--- config.mk ---
export PLATFORM = sky130hd
export DESIGN_NAME = mii_rx_deframer
export DESIGN_NICKNAME = d
export VERILOG_FILES = /design/src/rtl/eth_pkg.sv /design/src/rtl/mii_sampler.sv /design/src/rtl/mii_rx_deframer.sv
export SDC_FILE = /design/constraint.sdc
export NUM_CORES = 1
export LEC_CHECK = 0
export BUFFER_PORTS_ARGS = -buffer_cell sky130_fd_sc_hd__buf_2
export CORE_AREA = 3 3 103 105
export CTS_CLUSTER_DIAMETER = 60
export CTS_CLUSTER_SIZE = 8
export DETAILED_ROUTE_END_ITERATION = 8
export DIE_AREA = 0 0 106 108
export PLACE_DENSITY = 0.75
export SLEW_MARGIN = 10
export SYNTH_ARGS = -nofsm -noshare
export SYNTH_HDL_FRONTEND = slang
export SYNTH_HIERARCHICAL = 1
export SYNTH_SLANG_ARGS = --single-unit
--- constraint.sdc ---
create_clock -name mainclk -period 6.5 [get_ports mainclk]
set_input_delay 0.975 -clock mainclk [delete_from_list [all_inputs] [get_ports mainclk]]
set_output_delay 0.975 -clock mainclk [all_outputs]
set_load 0.02 [all_outputs]
--- src/rtl/eth_pkg.sv ---
// Shared types and constants for the MII receive capture path.
package eth_pkg;

  typedef enum logic [2:0] {
    GAP      = 3'd0,
    IDLE     = 3'd1,
    PREAMBLE = 3'd2,
    DATA     = 3'd3,
    DROP     = 3'd4,
    FLUSH    = 3'd5
  } state_t;

  localparam logic [3:0] PRE_NIB = 4'h5;
  localparam logic [3:0] SFD_NIB = 4'hD;

  // Bit positions inside frame_err.
  localparam int ERR_RX    = 0;
  localparam int ERR_TRUNC = 1;

endpackage

--- src/rtl/mii_sampler.sv ---
// Brings the raw MII receive pins into the mainclk domain and produces a
// one-cycle sample strobe on each rising edge of the synchronized rx clock.
module mii_sampler (
  input  logic       mainclk,
  input  logic       rst,
  input  logic       eth_rx_clk,
  input  logic       eth_rx_dv,
  input  logic [3:0] eth_rxd,
  input  logic       eth_rxerr,
  output logic       smp,
  output logic       dv,
  output logic [3:0] rxd,
  output logic       err
);

  // clk_sync[1] is the synced clock, clk_sync[2] its delayed copy.
  logic [2:0] clk_sync;
  logic [1:0] dv_sync;
  logic [1:0] err_sync;
  logic [3:0] rxd_s1;
  logic [3:0] rxd_s2;

  always_ff @(posedge mainclk) begin
    if (rst) begin
      clk_sync <= '0;
      dv_sync  <= '0;
      err_sync <= '0;
      rxd_s1   <= '0;
      rxd_s2   <= '0;
    end else begin
      clk_sync <= {clk_sync[1:0], eth_rx_clk};
      dv_sync  <= {dv_sync[0], eth_rx_dv};
      err_sync <= {err_sync[0], eth_rxerr};
      rxd_s1   <= eth_rxd;
      rxd_s2   <= rxd_s1;
    end
  end

  assign smp = clk_sync[1] & ~clk_sync[2];
  assign dv  = dv_sync[1];
  assign err = err_sync[1];
  assign rxd = rxd_s2;

endmodule

--- src/rtl/mii_rx_deframer.sv ---
// Strips preamble/SFD from the sampled MII stream, packs payload bytes into
// little-endian 32-bit words for the frame RAM and reports length/status.
module mii_rx_deframer
  import eth_pkg::*;
#(
  parameter int ADDR_W      = 9,
  parameter int MAX_BYTES   = 1518,
  parameter int MAX_PRE_NIB = 15
) (
  input  logic              mainclk,
  input  logic              rst,
  input  logic              en,
  input  logic              eth_rx_clk,
  input  logic              eth_rx_dv,
  input  logic [3:0]        eth_rxd,
  input  logic              eth_rxerr,
  output logic              wr_ena,
  output logic [ADDR_W-1:0] wr_addr,
  output logic [31:0]       wr_data,
  output logic              busy,
  output logic              frame_done,
  output logic [10:0]       frame_len,
  output logic [1:0]        frame_err,
  output state_t            dbg_state
);

  localparam int PRE_W = $clog2(MAX_PRE_NIB + 2);

  if (((MAX_BYTES + 3) / 4) > (1 << ADDR_W)) begin : g_addr_range
    $error("mii_rx_deframer: MAX_BYTES does not fit in the frame RAM address space");
  end

  logic       smp;
  logic       s_dv;
  logic       s_err;
  logic [3:0] s_rxd;

  mii_sampler u_sampler (
    .mainclk    (mainclk),
    .rst        (rst),
    .eth_rx_clk (eth_rx_clk),
    .eth_rx_dv  (eth_rx_dv),
    .eth_rxd    (eth_rxd),
    .eth_rxerr  (eth_rxerr),
    .smp        (smp),
    .dv         (s_dv),
    .rxd        (s_rxd),
    .err        (s_err)
  );

  state_t             state;
  logic [PRE_W-1:0]   pre_cnt;
  logic [10:0]        byte_cnt;
  logic               nib_phase;
  logic [3:0]         low_nib;
  logic [31:0]        word_buf;
  logic [1:0]         lane;

  assign lane      = byte_cnt[1:0];
  assign dbg_state = state;

  always_ff @(posedge mainclk) begin
    if (rst) begin
      state      <= GAP;
      pre_cnt    <= '0;
      byte_cnt   <= '0;
      nib_phase  <= 1'b0;
      low_nib    <= '0;
      word_buf   <= '0;
      wr_ena     <= 1'b0;
      wr_addr    <= '0;
      wr_data    <= '0;
      busy       <= 1'b0;
      frame_done <= 1'b0;
      frame_len  <= '0;
      frame_err  <= '0;
    end else begin
      wr_ena     <= 1'b0;
      frame_done <= 1'b0;
      if (wr_ena) wr_addr <= wr_addr + 1'b1;

      case (state)
        GAP: begin
          if (smp && !s_dv) state <= IDLE;
        end

        IDLE: begin
          if (smp && s_dv) begin
            if (en) begin
              state   <= PREAMBLE;
              pre_cnt <= PRE_W'(1);
              busy    <= 1'b1;
            end else begin
              state <= GAP;
            end
          end
        end

        PREAMBLE: begin
          if (smp) begin
            if (!s_dv) begin
              state <= IDLE;
              busy  <= 1'b0;
            end else if (s_rxd == SFD_NIB) begin
              state     <= DATA;
              byte_cnt  <= '0;
              nib_phase <= 1'b0;
              word_buf  <= '0;
              wr_addr   <= '0;
              frame_len <= '0;
              frame_err <= '0;
            end else if (s_rxd == PRE_NIB && int'(pre_cnt) < MAX_PRE_NIB) begin
              pre_cnt <= pre_cnt + 1'b1;
            end else begin
              state <= GAP;
              busy  <= 1'b0;
            end
          end
        end

        DATA: begin
          if (smp) begin
            if (!s_dv) begin
              // A dangling half byte is dropped and flagged.
              if (nib_phase) frame_err[ERR_TRUNC] <= 1'b1;
              state <= FLUSH;
              busy  <= 1'b0;
            end else if (byte_cnt == 11'(MAX_BYTES)) begin
              frame_err[ERR_TRUNC] <= 1'b1;
              state                <= DROP;
            end else begin
              if (s_err) frame_err[ERR_RX] <= 1'b1;
              nib_phase <= ~nib_phase;
              if (!nib_phase) begin
                low_nib <= s_rxd;
              end else begin
                byte_cnt <= byte_cnt + 11'd1;
                if (lane == 2'd3) begin
                  wr_data  <= {s_rxd, low_nib, word_buf[23:0]};
                  wr_ena   <= 1'b1;
                  word_buf <= '0;
                end else begin
                  word_buf[{lane, 3'b000} +: 8] <= {s_rxd, low_nib};
                end
              end
            end
          end
        end

        DROP: begin
          if (smp && !s_dv) begin
            state <= FLUSH;
            busy  <= 1'b0;
          end
        end

        FLUSH: begin
          // word_buf upper lanes are already zero for a partial word.
          if (lane != 2'd0) begin
            wr_data <= word_buf;
            wr_ena  <= 1'b1;
          end
          frame_done <= 1'b1;
          frame_len  <= byte_cnt;
          state      <= IDLE;
        end

        default: begin
          state <= GAP;
          busy  <= 1'b0;
        end
      endcase
    end
  end

endmodule
After elaboration in Yosys (flattened, before gate mapping)
Index checks and enable logic that the tools add are counted.

word-level totals
  register bits after elaboration = 128
  output and inout bits = 60
  word-level logic and storage cells = 169

operators by class
  add/sub/neg operators = 4
  $lt $le $gt $ge = 1
  equal/unequal tests = 31
  shift operators = 2
  muxes and demuxes = 86
  bitwise operators = 5
  reduce and logical (&&, ||, !) cells = 21

operators by type and width
  cell                    number
  $mux 32                 14
  $pmux 32 s2             2
  $mux 11                 7
  $mux 9                  5
  $pmux 11 s2             2
  $reduce_and 7->1        5
  $bwmux 32               1
  $shift 8x7->32 const A  1
  $shiftx 8x7->32         1
  $mux 3                  10
  $mux 5                  6
  $mux 1                  28
  $ne 2x2->1 const B      14
  $pmux 3 s6              1
  $reduce_and 8->1        2
  $add 11x1->11 const B   1
  $eq 11x11->1 const B    1
  $mux 2                  5
  $pmux 5 s2              1
  $reduce_bool 2->1       5
  $add 9x1->9 const B     1
  $ne 3x3->1 const B      3
  $reduce_and 9->1        1
  $neg 5->7               1
  22 further kinds        32

Logic depth before layout (Yosys ltp)
  word-level depth = 9
  depth in mapped cells = 9
  mapped depth without buffers = 7

Hierarchy
Netlist, hierarchy kept.

by module, submodules not included
  module           instances  cells each  area an instance (µm²)  seq. area each (µm²)
  mii_rx_deframer  1          536         4,917.2                 2,262.2
  mii_sampler      1          32          439.2                   300.3

Least setup slack after synthesis
Ideal clock, no wire load.

  path type = register to register
  start point = reg byte_cnt[0]
  end point = reg byte_cnt[7]
  data arrival time = 2.213 ns
  slack = 4.216 ns
  stages on the path, launching flop included = 9
  buffers on the path = 1
  period minus slack after synthesis = 2.284 ns
  path through = dfxtp_1 inv_1 ha_1 nand4bb_1 o311ai_2 a211o_1 buf_6 or4_1 a21oi_1

between the ends
  longest elaborated chain between the ends = 6
  elaborated cells between the ends (all ways) = 9
  classes of those cells = add/sub: 1; eq/ne: 2; mux: 5; reduce/logical: 1

RTL lines
  item                      RTL line                source
  start: declaration        mii_rx_deframer.sv:53   logic [10:0] byte_cnt;
  start signal: assignment  mii_rx_deframer.sv:137  byte_cnt <= byte_cnt + 11'd1;
  $add 11x1->11             mii_rx_deframer.sv:137
  $mux 11                   mii_rx_deframer.sv:134  if (!nib_phase) begin
  $mux 11                   mii_rx_deframer.sv:128  end else if (byte_cnt == 11'(MAX_BYTES)) begin
  $mux 11                   mii_rx_deframer.sv:123  if (!s_dv) begin
  $mux 11                   mii_rx_deframer.sv:122  if (smp) begin
  $pmux 11 s2               mii_rx_deframer.sv:82   case (state)

Parallel ways exist; a longest one is shown, timed or not. The select of a mux whose other input is x is not followed.
A chain may end at the register's enable or synchronous reset.

Worst setup path in the final report
  start point = reg byte_cnt[0]
  end point = reg byte_cnt[10]

The elaborated chain is that of the path after synthesis.

==> impl_results.md <==
* Pre-CTS setup slack at 3.68 ns
* Most frequent cells in the layout: dfxtp_1 (128), buf_2 (69), nand2_1 (68)
* Final setup fails at 0
* Sink of the worst hold path: u_sampler/rxd[2]
* WL/cell at 15.4 um
* P per Cell Area at 283 nW/um2
* Starting Density at 0.551
* Setup crit start kind: flop
* Max-slew violations at 0
* Core area at 9730 um2
* Residual DRC count at 0
* Clock Path Buffers at 2
* Sequential area share after synthesis at 0.478
* Initial antenna violation count at 0
* Clock root buffer master: clkbuf_8
* HPWL Detailed at 7640 um
* CP arrival at 3.30 ns
* CTS HTree Levels at 4
* Slew HR at 0.337
* R2R Path Start: byte_cnt[0]
* Cell variety after synth at 62
* Clock-pin slew of the registers on the worst-case setup and hold paths at 0.06 ns
* Warnings from Yosys at 6
* Min-delay worst type: reg2reg
* Max Clock Freq at 0.349 GHz
* CTS Hold Bufs at 0
* Clock sinks at 128
* Setup TNS at 0 ns
* Critical path class: reg2reg
* Hold Fails Final Rpt at 0
* Layout cells sized above 1 at 0.213
* Initial DRC count at 336
* # rows at 36
* Max cap viols at 0
* Vias per cell at 5.64
* Status: complete, no violations
* Die width at 106 um
* Fin crit share at 0.441
* Number of global-route vias before repair at 4133
* Clock Skews at 0.00528 ns
* Fin crit period at 2.86 ns
* Peak supply drop at 0.000149 V
* Inserted Diodes at 0
* Syn-to-layout area delta at 18.2%
* Final worst slack at 3.64 ns
* Commonest non-fill, non-tap cell in the layout: dfxtp_1
* Setup Buffers After CTS at 0
* First-pass GRT wire length at 19500 um
* Die height at 108 um
* Gr usage total at 0.211
* ANT nets after route at 0
* Placer Congestion at 0.804
* Worst Path Max Fanout at 31
* R2r setup slk at 3.64 ns
* TritonCTS clock tree: done
* Routed wire length at 11800 um
* Via Count at 4319
* Util after Layout at 0.651
* Setup crit end kind: flop
* Top_reg_cell synth: dfxtp_1
* Pin count of the biggest net entering global routing at 58
* RSZ-0062 raised after global routing: false
* I/O pins at 70
* Post-Syn Area at 5360 um2
* Syn Nets at 585
* Hold path cells at 1
* Async SR Flop Fraction at 0
* Worst r2r dst: byte_cnt[10]
* Clk_lat worst skew at 0.51 ns
* Gr ovfl total at 0
* Synth Register Bits at 128
* Pre-antenna DRT Iters at 5
* Post-synth EDFFs at 0
* Measured slew at the worst slew-check pin at 0.995 ns
* Final net count at 637
* CTS Buf Count at 17
* Cell count of the worst reg-to-reg path at 7
* Worst min-delay path startpoint: u_sampler/rxd_s1[2]
* Synth Instances at 568
* Pleak at 2.40 nW
* CTS resizes at 0
* Die area at 11400 um2
* Synthesized area per cell at 9.43 um2
* PortBufs at 69
* Required @ worst endpoint at 6.94 ns
[state kept, by name (all words and copies together) (netlist names)]
| signal | count |
|---|---|
| u_sampler/rxd | 4 |
| frame_err | 2 |
| wr_data | 32 |
| u_sampler/clk_sync | 3 |
| dbg_state | 3 |
| low_nib | 4 |
| nib_phase | 1 |
| frame_len | 11 |
| u_sampler/err_sync | 2 |
| pre_cnt | 5 |
| wr_addr | 9 |
| byte_cnt | 11 |
| u_sampler/rxd_s1 | 4 |
| u_sampler/dv_sync | 2 |
| word_buf | 32 |
| wr_ena | 1 |
| busy | 1 |
| frame_done | 1 |
[worst max-delay path, cell delays in order, from the launching register on]
cell and delay (ns):
dfxtp_1 0.49, inv_1 0.20, ha_1 0.27, nand4bb_1 0.18
o311ai_2 0.15, a211o_1 0.71, or4_1 0.63, a21oi_1 0.15
[cell usage after synthesis, types with 4 or more instances]
cell type	n	area [um2]
buf_2	7	35.0
dfxtp_1	128	2560
nand2b_1	18	113
ha_1	7	87.6
nor2_1	35	131
clkbuf_1	27	101
or3b_2	10	87.6
nand2_1	68	255
inv_1	7	26.3
nand3_1	4	20.0
nor2b_2	7	61.3
nand3b_1	11	82.6
o31ai_1	5	37.5
a21oi_1	53	265
a22o_1	19	166
o21ai_0	17	85.1
nor3_1	6	30.0
nor2b_1	4	25.0
or3_1	10	62.6
a211oi_1	11	82.6
nand4_1	16	100
nor3b_1	4	30.0
xor2_1	7	61.3
mux2i_1	30	300
[where the power goes]
group | switching [W] | internal (W) | total, W | leakage, nW
clock | 0.000332 | 0.000635 | 0.000967 | 0.294
combinational | 0.0000190 | 0.0000114 | 0.0000303 | 1.07
sequential | 0.00000621 | 0.000789 | 0.000796 | 1.03
[how the worst max path moves through the flow]
| stage | slack [ns] | startpoint | endpoint |
|---|---|---|---|
| finish | 3.64 | byte_cnt[0] | byte_cnt[10] |
| global route | 3.36 | dbg_state[1] | byte_cnt[10] |
| CTS | 3.65 | byte_cnt[0] | word_buf[20] |
| detailed placement | 3.68 | byte_cnt[0] | word_buf[17] |
| global placement | 3.76 | byte_cnt[0] | byte_cnt[10] |
| floorplan | 4.22 | byte_cnt[0] | byte_cnt[7] |
[stage by stage]
stage               power (W)  hold slack [ns]  std cells  area, um2
CTS                   0.00180            0.441        766       6330
detailed placement   0.000842            0.422        734       5710
global placement     0.000841            0.423        734       5710
finish                0.00179            0.439        766       6330
global route          0.00185            0.448        766       6330
floorplan            0.000834            0.415        568       5360
[cell type report]
cell class / count / area (um2)
clock buffer: 24 / 490
clock inverter: 8 / 126
fill: 794 / 3400
inverter: 7 / 26.3
multi-input combinational: 394 / 2590
sequential: 128 / 2560
tap: 133 / 166
timing repair buffer: 72 / 368
[layer usage]
metal	global-route usage	part of all wire
met4	0.0796	0.018
met2	0.355	0.48
met5	0	0
met1	0.265	0.45
met3	0.0501	0.052
[kinds of logic after synthesis]
logic type               after synthesis  share of synthesized area
AO/OA/AOI/OAI                        131                      0.166
AND/OR/NAND/NOR                      218                      0.232
XOR/XNOR                               8                     0.0131
multiplexers                          30                     0.0561
flip-flops                           128                      0.478
buffers and inverters                 46                     0.0388
adder cells (fa/ha/maj)                7                     0.0164
No activity file was read; power rests on OpenSTA's default activity.
